[src/rtl/truth_table_scanner.sv]
// Sweeps a combinational choice function through every input vector and
// captures its complete truth table plus a count of the 1s observed.
module truth_table_scanner #(
    parameter int N_IN   = 5,
    parameter int SETTLE = 2
) (
    input  logic                  clk,
    input  logic                  rst,
    input  logic                  start,
    output logic                  busy,
    output logic                  done,
    output logic [N_IN-1:0]       x,
    input  logic                  y,
    output logic [2**N_IN-1:0]    truth_table,
    output logic [N_IN:0]         ones
);

    localparam int CNT_W = (SETTLE > 1) ? $clog2(SETTLE) : 1;
    localparam logic [CNT_W-1:0] CNT_LAST = CNT_W'(SETTLE - 1);
    localparam logic [N_IN-1:0]  X_LAST   = '1;

    typedef enum logic [1:0] {
        IDLE = 2'd0,
        SCAN = 2'd1,
        DONE = 2'd2
    } state_t;

    state_t           state;
    state_t           state_next;
    logic [CNT_W-1:0] cnt;
    logic             sample_edge;
    logic             last_vec;

    // y is sampled on the last cycle of each settle window
    assign sample_edge = (state == SCAN) && (cnt == CNT_LAST);
    assign last_vec    = (x == X_LAST);

    always_ff @(posedge clk or posedge rst) begin
        if (rst) begin
            state <= IDLE;
        end else begin
            state <= state_next;
        end
    end

    always_comb begin
        state_next = state;
        case (state)
            IDLE:    if (start) state_next = SCAN;
            SCAN:    if (sample_edge && last_vec) state_next = DONE;
            DONE:    state_next = IDLE;
            default: state_next = IDLE;
        endcase
    end

    always_comb begin
        busy = (state == SCAN);
        done = (state == DONE);
    end

    always_ff @(posedge clk or posedge rst) begin
        if (rst) begin
            x           <= '0;
            cnt         <= '0;
            truth_table <= '0;
            ones        <= '0;
        end else begin
            case (state)
                IDLE: begin
                    x   <= '0;
                    cnt <= '0;
                    if (start) begin
                        truth_table <= '0;
                        ones        <= '0;
                    end
                end
                SCAN: begin
                    if (sample_edge) begin
                        truth_table[x] <= y;
                        ones           <= ones + {{N_IN{1'b0}}, y};
                        cnt            <= '0;
                        x              <= last_vec ? '0 : x + 1'b1;
                    end else begin
                        cnt <= cnt + 1'b1;
                    end
                end
                default: begin
                    x   <= '0;
                    cnt <= '0;
                end
            endcase
        end
    end

endmodule

[config.mk]
export PLATFORM = sky130hd
export DESIGN_NAME = truth_table_scanner
export DESIGN_NICKNAME = d
export VERILOG_FILES = /design/src/rtl/truth_table_scanner.sv
export SDC_FILE = /design/constraint.sdc
export NUM_CORES = 1
export LEC_CHECK = 0
export CAP_MARGIN = 25
export CORE_MARGIN = 1
export CORE_UTILIZATION = 55
export CTS_CLUSTER_SIZE = 30
export DETAILED_ROUTE_END_ITERATION = 8
export GPL_TIMING_DRIVEN = 0
export PLACE_DENSITY = 0.83
export SETUP_SLACK_MARGIN = 0.5
export SLEW_MARGIN = 10
export SYNTH_ARGS = -nofsm -noshare
export SYNTH_HDL_FRONTEND = slang
export SYNTH_SLANG_ARGS = --single-unit
[constraint.sdc]
create_clock -name clk -period 5.6 [get_ports clk]
set_clock_uncertainty 0.15 [all_clocks]
set_input_delay 1.12 -clock clk [delete_from_list [all_inputs] [get_ports clk]]
set_output_delay 1.12 -clock clk [all_outputs]
set_load 0.005 [all_outputs]
-- Word level (Yosys, flattened, before mapping)
Index checks and enable logic that the tools add are counted.
- register bits after elaboration: 46
- bits in latches: 0
- RAM bits: 0
- ROM bits: 0
- bits of input ports: 4
- output and inout port bits: 45
- word-level logic and storage cells: 40
- memories: 0
- add/subtract/negate cells: 3
- $mul: 0
- div/mod/pow operators: 0
- magnitude comparators: 2
- equality and inequality tests: 6
- shift operators: 0
- mux-type cells: 17
- bitwise gates (word level): 0
- reductions and logical operators: 7
- operator list (operator ; number):
    32-bit 2-to-1 mux ; 2
    32-bit case mux with 2 select lines ; 1
    32-bit bitwise mux ; 1
    5-bit 2-to-1 mux ; 3
    6-bit 2-to-1 mux ; 2
    6-bit case mux with 2 select lines ; 1
    6-bit by 1-bit adder with 6-bit output ; 1
    5-bit by 6-bit < comparator with 1-bit output, second input constant ; 1
    5-bit by 1-bit adder with 5-bit output, second input constant ; 1
    1-bit demux with 5-bit select ; 1
    5-bit equality test, second input constant ; 1
    5-bit by 1-bit >= comparator with 1-bit output, second input constant ; 1
    2-bit 2-to-1 mux ; 2
    2-bit by 1-bit != test with 1-bit output, second input constant ; 2
    2-bit case mux with 2 select lines ; 1
    1-bit logical AND ; 3
    1-bit 2-to-1 mux ; 3
    3-bit AND reduction ; 1
    2-bit by 1-bit equality test with 1-bit output, second input constant ; 1
    2-bit equality test, second input constant ; 1
    2-bit zero test ; 1
    2-bit != test, second input constant ; 1
    2-bit AND reduction ; 1
    2-bit nonzero test ; 1
    1-bit adder, second input constant ; 1

-- Logic depth before layout (Yosys ltp)
Gate-level depths: netlist (run 1).
- depth in word-level cells: 7
- mapped depth: 6
- mapped depth without buffers: 6

-- Worst setup path after synthesis (run 1)
OpenSTA, ideal clock, no wires.
- path type: input-to-reg
- start: input y
- end: register ones[5]
- setup time: 0.078 ns
- arrival time: 1.954 ns
- required time: 5.372 ns
- setup slack: 3.418 ns
- stages: 4
- path buffers: 0
- path through: ha_1 > nand3_1 > or4_1 > a21boi_1
- word-level cells in the longest chain between the ends: 3
- RTL lines (item ; RTL line ; RTL):
    from (decl) ; 13 ; input logic y,
    6-bit by 1-bit adder with 6-bit output ; 80 ; ones <= ones + {{N_IN{1'b0}}, y};
    6-bit 2-to-1 mux ; 78 ; if (sample_edge) begin
    6-bit case mux with 2 select lines ; 68 ; case (state)
    to (signal assigned) ; 80 ;
    to (decl) ; 15 ; output logic [N_IN:0] ones
Every way passes these cells. The select of a mux whose other input is x is not followed.
A chain may end at the register's enable or synchronous reset.

-- Worst setup path after layout (run 1)
- start: register state[1]
- end: output busy
- word-level cells in the longest chain between the ends: 1
- RTL lines (item ; RTL line ; RTL):
    from (decl) ; 28 ; state_t state;
    from (signal assigned) ; 42 ; state <= state_next;
    2-bit by 1-bit equality test with 1-bit output ; 57 ; busy = (state == SCAN);
    to (decl) ; 10 ; output logic busy,
Every way passes these cells.

==> results of run 1 <==
## cell families after synthesis
family,after synthesis
multiplexers,27
flip-flops,46
AO/OA/AOI/OAI,33
XOR/XNOR,1
buffers and inverters,24
AND/OR/NAND/NOR,99
adder cells (fa/ha/maj),7
## state kept, by name, summed over array words and instances, names as in the netlist
register,cells
truth_table,32
ones,6
state,2
cnt,1
x,5
## cell type report
type,instances,area (um^2)
plain buffers,17,115
clock buffers,5,68.8
clock inverters,2,10.0
fillers,332,1060
inverters,7,26.3
multi-input cells,167,1150
flip-flops and latches,46,1150
well taps,50,62.6
repair buffers,49,500
## per-stage QoR
step	util, %	total power, mW	hold slack (ns)
global placement	72.1	0.507	0.346
detailed placement	72.6	0.515	0.369
CTS	74.5	0.704	0.380
floorplan	-	0.441	0.346
finish	74.5	0.699	0.376
global route	74.5	0.739	0.393
## worst max-delay path: cells and delay by family, from the launching register on
family        cells  cell delay (ns)
buf+inv           3             0.95
flops             1             0.48
simple gates      1             0.14
## worst max path at each step
stage                  start              end  slack [ns]  depth (start not counted)
floorplan                rst              cnt        3.24                          1
global placement         rst  truth_table[21]        2.33                          2
detailed placement         y          ones[5]        2.78                          5
CTS                 state[1]             done        2.46                          3
global route        state[1]             busy        2.30                          4
finish              state[1]             busy        2.45                          4
## per-layer routing
| metal | track usage (%) | part of all wire, % | wire [um] | vias up |
|---|---|---|---|---|
| li1 | - | - | - | 964 |
| met1 | 38.6 | 48 | 2650 | 975 |
| met2 | 39.5 | 46 | 2540 | 52 |
| met3 | 3.95 | 4.2 | 229 | 5 |
| met4 | 8.59 | 1.2 | 65 | 0 |
| met5 | 0 | 0 | 0 | - |
## cell usage in the layout, fill, tap and decap left out, types with 5 or more instances in the layout
master           instances
nor2_1                   5
nand3b_1                 6
nand2b_1                 7
o41ai_1                  6
mux2i_1                 25
nand3_1                 16
clkbuf_8                 5
nor2b_1                  5
o21ai_0                  7
nand2_1                 34
nor3_1                  11
buf_6                    6
dfrtp_1                 46
buf_2                    5
clkbuf_1                 6
ha_1                     7
clkdlybuf4s50_1         48
## power by group through the flow
stage          Sequential [mW]  Clock (mW)  Combinational (mW)
2_1_floorplan            0.389           0              0.0513
3_3_place_gp             0.390           0               0.117
3_5_place_dp             0.392           0               0.123
4_1_cts                  0.385       0.196               0.124
5_1_grt                  0.389       0.211               0.139
6_report                 0.385       0.192               0.123
==> summary.txt, run 1 <==
Outcome
  – Outcome: complete, no violations

CTS
  – Post-CTS Setup Inserts: 0
  – CTS buffer count: 5
  – Clock tree buffer depth: 2
  – H-tree depth: 2
  – CTS tree: built
  – Root Buffer Master: clkbuf_8
  – Clock Pin Slew Worst Setup and Hold Paths: roughly 0.08 ns
  – CTS resizes: 0
  – Clk_lat worst skew: about 0.30 ns
  – Hold-fix buffers at CTS: 0
  – Sink Count: between 40 and 50

STA
  – Final Critical Period: 3.15 ns
  – Peak Freq: approximately 320 MHz
  – Worst slew pin tran: ~0.54 ns
  – Hold Vio Cnt, Final: 0
  – Setup tns final: 0 ns
  – Setup violations, final: 0
  – Period utilisation layout: 56.2%
  – RSZ-0062 raised after global routing: false
  – Worst setup margin: roughly 2.5 ns
  – Slew margin rel.: 63.7%
  – Fin. max-slew vios: 0

Yosys
  – Largest family of logic cells by synthesized area: simple AND/OR/NAND/NOR gates
  – Synth warn: 0
  – Cells after Synth: 237
  – Adder-cell area share of the yosys netlist: 3.58%
  – Most instantiated cells after synthesis: dfrtp_1 (46), nand2_1 (34), mux2i_1 (25), nand3_1 (16), nor3_1 (11)
  – Synth Area in Simple Gates: between 20% and 30%
  – Synthesized area: between 0.002 and 0.0025 mm^2
  – Top_reg_cell synth: dfrtp_1
  – Cell taking the most area after synthesis: dfrtp_1
  – Ys async rst share: 100%
  – Sequential fraction of the synthesis area: between 40% and 50%
  – Top cells by area, synth: dfrtp_1 (47%), mux2i_1 (10%), nand2_1 (5.2%), ha_1 (3.6%), nand3_1 (3.3%)
  – Compound-Gate Fraction of Synth Area: around a tenth
  – Top-area cell type share of the netlist area: a little under half
  – Yosys reg bits: 46
  – XOR/XNOR Fraction of Synth Area: less than 1%
  – Mean Syn Cell Area: about 10 um^2
  – Syn Nets: 248
  – Count leader, synth: dfrtp_1
  – Library cells used by synthesis: 42
  – Mux cell area share after synthesis: between 10% and 20%
  – EDFF count, synth: 0

Power and ir drop
  – P_int: around 520 uW
  – Net Sw Power: 181 uW
  – Sequential power share: between 50% and 60%
  – Logic pwr share: between 10% and 20%
  – Leakage power: 1.38 nW
  – Pwr Density: approximately 230 mW/mm^2
  – Peak VDD IR: around 140 uV
  – Clock Power Share: between 20 and 30%
  – Switching share of total power: 25.9%

Cells and area
  – Layout area overhead: 26.3%
  – # nets final: around 300
  – Post-route cell area: between 0.003 and 0.004 mm^2
  – Final Non-Filler Cells: 343
  – ANT cells: 0
  – Layout cells sized above 1: under 10%

Critical path
  – Worst-path cell chain: nand2b_1 > clkbuf_1 > inv_2 > clkdlybuf4s50_1
  – Crit-path max cell delay: about 0.48 ns
  – CP startpoint kind: register
  – CP endpoint kind: primary output
  – CP max-delay cell: dfrtp_1
  – Required @ worst endpoint: between 4 and 5 ns
  – CP Max Fanout: 10
  – R2R depth: 5
  – R2R setup slack: roughly 3.5 ns
  – Worst r2r src: x[0]
  – WS Path Type: reg -> out
  – RR Endpoint: x[3]
  – Crit path DAT: approximately 1.9 ns

Route
  – Vias per inst: 5.82
  – Final WL: between 5000 and 6000 um
  – Pre-Repair DR Iteration Count: 4
  – Initial DRC Count: ~130
  – Routed WL per cell: roughly 16 um
  – Final ANT Viol Nets: 0
  – Via count: between 1500 and 2000
  – DRC viols: 0

Floorplanning
  – Core area: roughly 0.0041 mm^2
  – Initial core utilization: between 50% and 60%
  – Placement Rows: 23
  – DIE AREA: around 0.0047 mm^2
  – Die W: 68.7 um
  – Die span in y: 68.7 um
  – I/O pin total: 49

GRT
  – Vias in the first global route: ~1800
  – Antenna violations before repair: 0
  – Grt ovf: 0
  – Total GRT Usage: around a quarter
  – First-pass GRT wire length: 8940 um
  – Largest net degree at the start of global routing: 31

Worst hold path
  – Hold Path Class: reg -> reg
  – Hold-critical path depth: 2
  – Worst Hold End: truth_table[8]
  – Worst hold start: truth_table[8]

Placed design
  – IO Port Bufs: 48
  – Dpl cell area: 0.00301 mm^2
  – DP Wirelength: 3990 um
  – Pre-CTS setup slack: roughly 2.8 ns
  – GP Congestion: ~0.83
  – DP Cell Count: approximately 340

Run
  – Max Cap Viol: 0
Note: power is estimated with default switching activity, not from simulation.
==> run 2, diff against run 1 <==
--- a/config.mk
+++ b/config.mk
@@ -7,11 +7,11 @@
 export LEC_CHECK = 0
 export CAP_MARGIN = 25
 export CORE_MARGIN = 1
-export CORE_UTILIZATION = 55
+export CORE_UTILIZATION = 46
 export CTS_CLUSTER_SIZE = 30
 export DETAILED_ROUTE_END_ITERATION = 8
 export GPL_TIMING_DRIVEN = 0
-export PLACE_DENSITY = 0.83
+export PLACE_DENSITY = 0.73
 export SETUP_SLACK_MARGIN = 0.5
 export SLEW_MARGIN = 10
 export SYNTH_ARGS = -nofsm -noshare
==> constraint.sdc (replaced) <==
create_clock -name clk -period 2.62 [get_ports clk]
set_clock_uncertainty 0.15 [all_clocks]
set_input_delay 0.524 -clock clk [delete_from_list [all_inputs] [get_ports clk]]
set_output_delay 0.524 -clock clk [all_outputs]
set_load 0.005 [all_outputs]
==> run 2 against run 1 <==
  * Critical path depth increased by 1
  * Worst hold slack about the same
  * Die area increased by 19%
  * Non-clock buffer count increased by 3
  * Flip-flop and latch count unchanged
  * Clock power increased by 140%
  * Combinational power increased by 110%
  * Register-to-register slack got worse by 2.9 ns
  * Total power increased by 120%
==> summary.txt, run 2 (synthesized netlist as in run 1, its figures left out) <==
Outcome
  – Outcome: complete, no violations

STA
  – Period utilisation layout: 78.5%
  – Worst setup margin: around 0.56 ns
  – Fin Hold WS: roughly 0.38 ns
  – RSZ-0062 raised after global routing: false
  – Final Critical Period: 2.06 ns
  – Worst slew pin tran: 0.502 ns
  – Slew margin rel.: between 60% and 70%
  – Setup tns final: 0 ns
  – Peak Freq: between 400 and 500 MHz
  – Fin. max-slew vios: 0
  – Setup violations, final: 0
  – Hold Vio Cnt, Final: 0

CTS
  – Clock tree buffer depth: 2
  – CTS tree: built
  – Clock Pin Slew Worst Setup and Hold Paths: 0.09 ns
  – Clk_lat worst skew: 0.30 ns
  – H-tree depth: 2
  – CTS buffer count: 5
  – Root Buffer Master: clkbuf_8
  – Sink Count: 46

Floorplanning
  – Placement Rows: 26
  – Core area: a little over 0.005 mm^2
  – Initial core utilization: between 40% and 50%
  – DIE AREA: 0.00561 mm^2
  – Die W: 74.9 um
  – Die span in y: 74.9 um
  – I/O pin total: 49

Route
  – Via count: ~2000
  – Initial DRC Count: 80
  – Routed WL per cell: ~15 um
  – Final ANT Viol Nets: 0
  – Vias per inst: 5.41
  – Pre-Repair DR Iteration Count: 4
  – DRC viols: 0
  – Final WL: around 5600 um

Critical path
  – Crit path DAT: around 1.4 ns
  – CP Max Fanout: 10
  – WS Path Type: reg -> out
  – CP endpoint kind: primary output
  – R2R depth: 5
  – Required @ worst endpoint: between 1.5 and 2 ns
  – R2R setup slack: approximately 0.63 ns
  – RR Endpoint: x[3]
  – CP startpoint kind: register
  – Worst r2r src: x[0]

Cells and area
  – Biggest regs: truth_table x32, ones x6, x x5
  – Most common cell after layout, fill and taps aside: clkdlybuf4s50_1
  – Largest Register: truth_table
  – Layout cells sized above 1: about an eighth
  – Register area: 0.00115 mm^2
  – Post-route cell area: 0.00317 mm^2
  – ANT cells: 0
  – Layout area overhead: 29.7%
  – Max FFs per register: 32
  – # nets final: 307
  – # fillers: 446
  – Multi-input logic area: around 0.0012 mm^2
  – Commonest non-fill, non-tap cells in the layout: clkdlybuf4s50_1 (46), dfrtp_1 (44), nand2_1 (34)
  – Finished Core Util: around 62%
  – Final Non-Filler Cells: about 370

Power and ir drop
  – Logic pwr share: 17.0%
  – P_int: approximately 1.1 mW
  – Pwr Density: 485 mW/mm^2
  – Clock Power Share: between 20% and 30%
  – Leakage power: roughly 1.4 nW
  – Sequential power share: about 53%
  – Total Power: between 1.5 and 2 mW
  – Net Sw Power: about 400 uW
  – Peak VDD IR: between 200 and 300 uV
  – Switching share of total power: 25.7%

GRT
  – First-pass GRT wire length: between 9000 and 10000 um
  – Grt ovf: 0
  – Vias in the first global route: 1921
  – Total GRT Usage: between 20% and 30%
  – Largest net degree at the start of global routing: 28
  – Antenna violations before repair: 0

Placed design
  – GP Congestion: 0.809
  – IO Port Bufs: between 40 and 50
  – DP Cell Count: around 360
  – Dpl cell area: about 0.0030 mm^2
  – Pre-CTS setup slack: between 0.3 and 0.4 ns
  – DP Wirelength: ~4100 um

Run
  – Max Cap Viol: 0

Worst hold path
  – Worst Hold End: truth_table[27]
  – Hold Path Class: reg -> reg
  – Worst hold start: truth_table[27]
  – Hold-critical path depth: 2
-- run 2: power groups by stage --
stage                     logic (mW)  clock network [mW]  registers (mW)
after floorplan                0.110                   0           0.832
after global placement         0.251                   0           0.835
after detailed placement       0.264                   0           0.837
after CTS                      0.265               0.458           0.822
after global routing           0.296               0.488           0.830
final                          0.261               0.455           0.821
-- run 2: layout make-up --
type	count	share of cell area, %
clock inverter	1	0.158
tap	70	2.76
sequential	46	36.4
multi-input combinational	167	36.4
clock buffer	7	2.72
buffer	17	4.22
timing repair buffer	52	16.5
inverter	7	0.828
-- run 2: routing by layer --
metal	global-route usage [%]	routed length, um	share of wire [%]
met1	30.6	2690	48
met5	0	0	0
met3	5.09	260	4.6
met4	6.50	81	1.4
met2	34.1	2590	46
-- run 2: how the worst max path moves through the flow --
| stage | slack (ns) | to | cells past startpoint | from |
|---|---|---|---|---|
| 3_5_place_dp | 0.36 | done | 3 | state[1] |
| 3_3_place_gp | -0.14 | truth_table[20] | 2 | rst |
| 6_report | 0.56 | busy | 5 | state[0] |
| 2_1_floorplan | 0.69 | x[3] | 5 | x[0] |
| 5_1_grt | 0.49 | x[3] | 5 | x[1] |
| 4_1_cts | 0.31 | done | 3 | state[1] |
-- run 2: worst max-delay path: stages, from the launching register on --
cell and delay, ns:
dfrtp_1 0.38, buf_6 0.14, nand2b_1 0.10, buf_8 0.14, inv_2 0.05, dlygate4sd2_1 0.26
-- run 2: repair_timing --
item,4_1_cts,5_1_grt
hold buffers,0,0
resized for setup,6,8
setup endpoints to repair,2,4
setup buffers,2,1
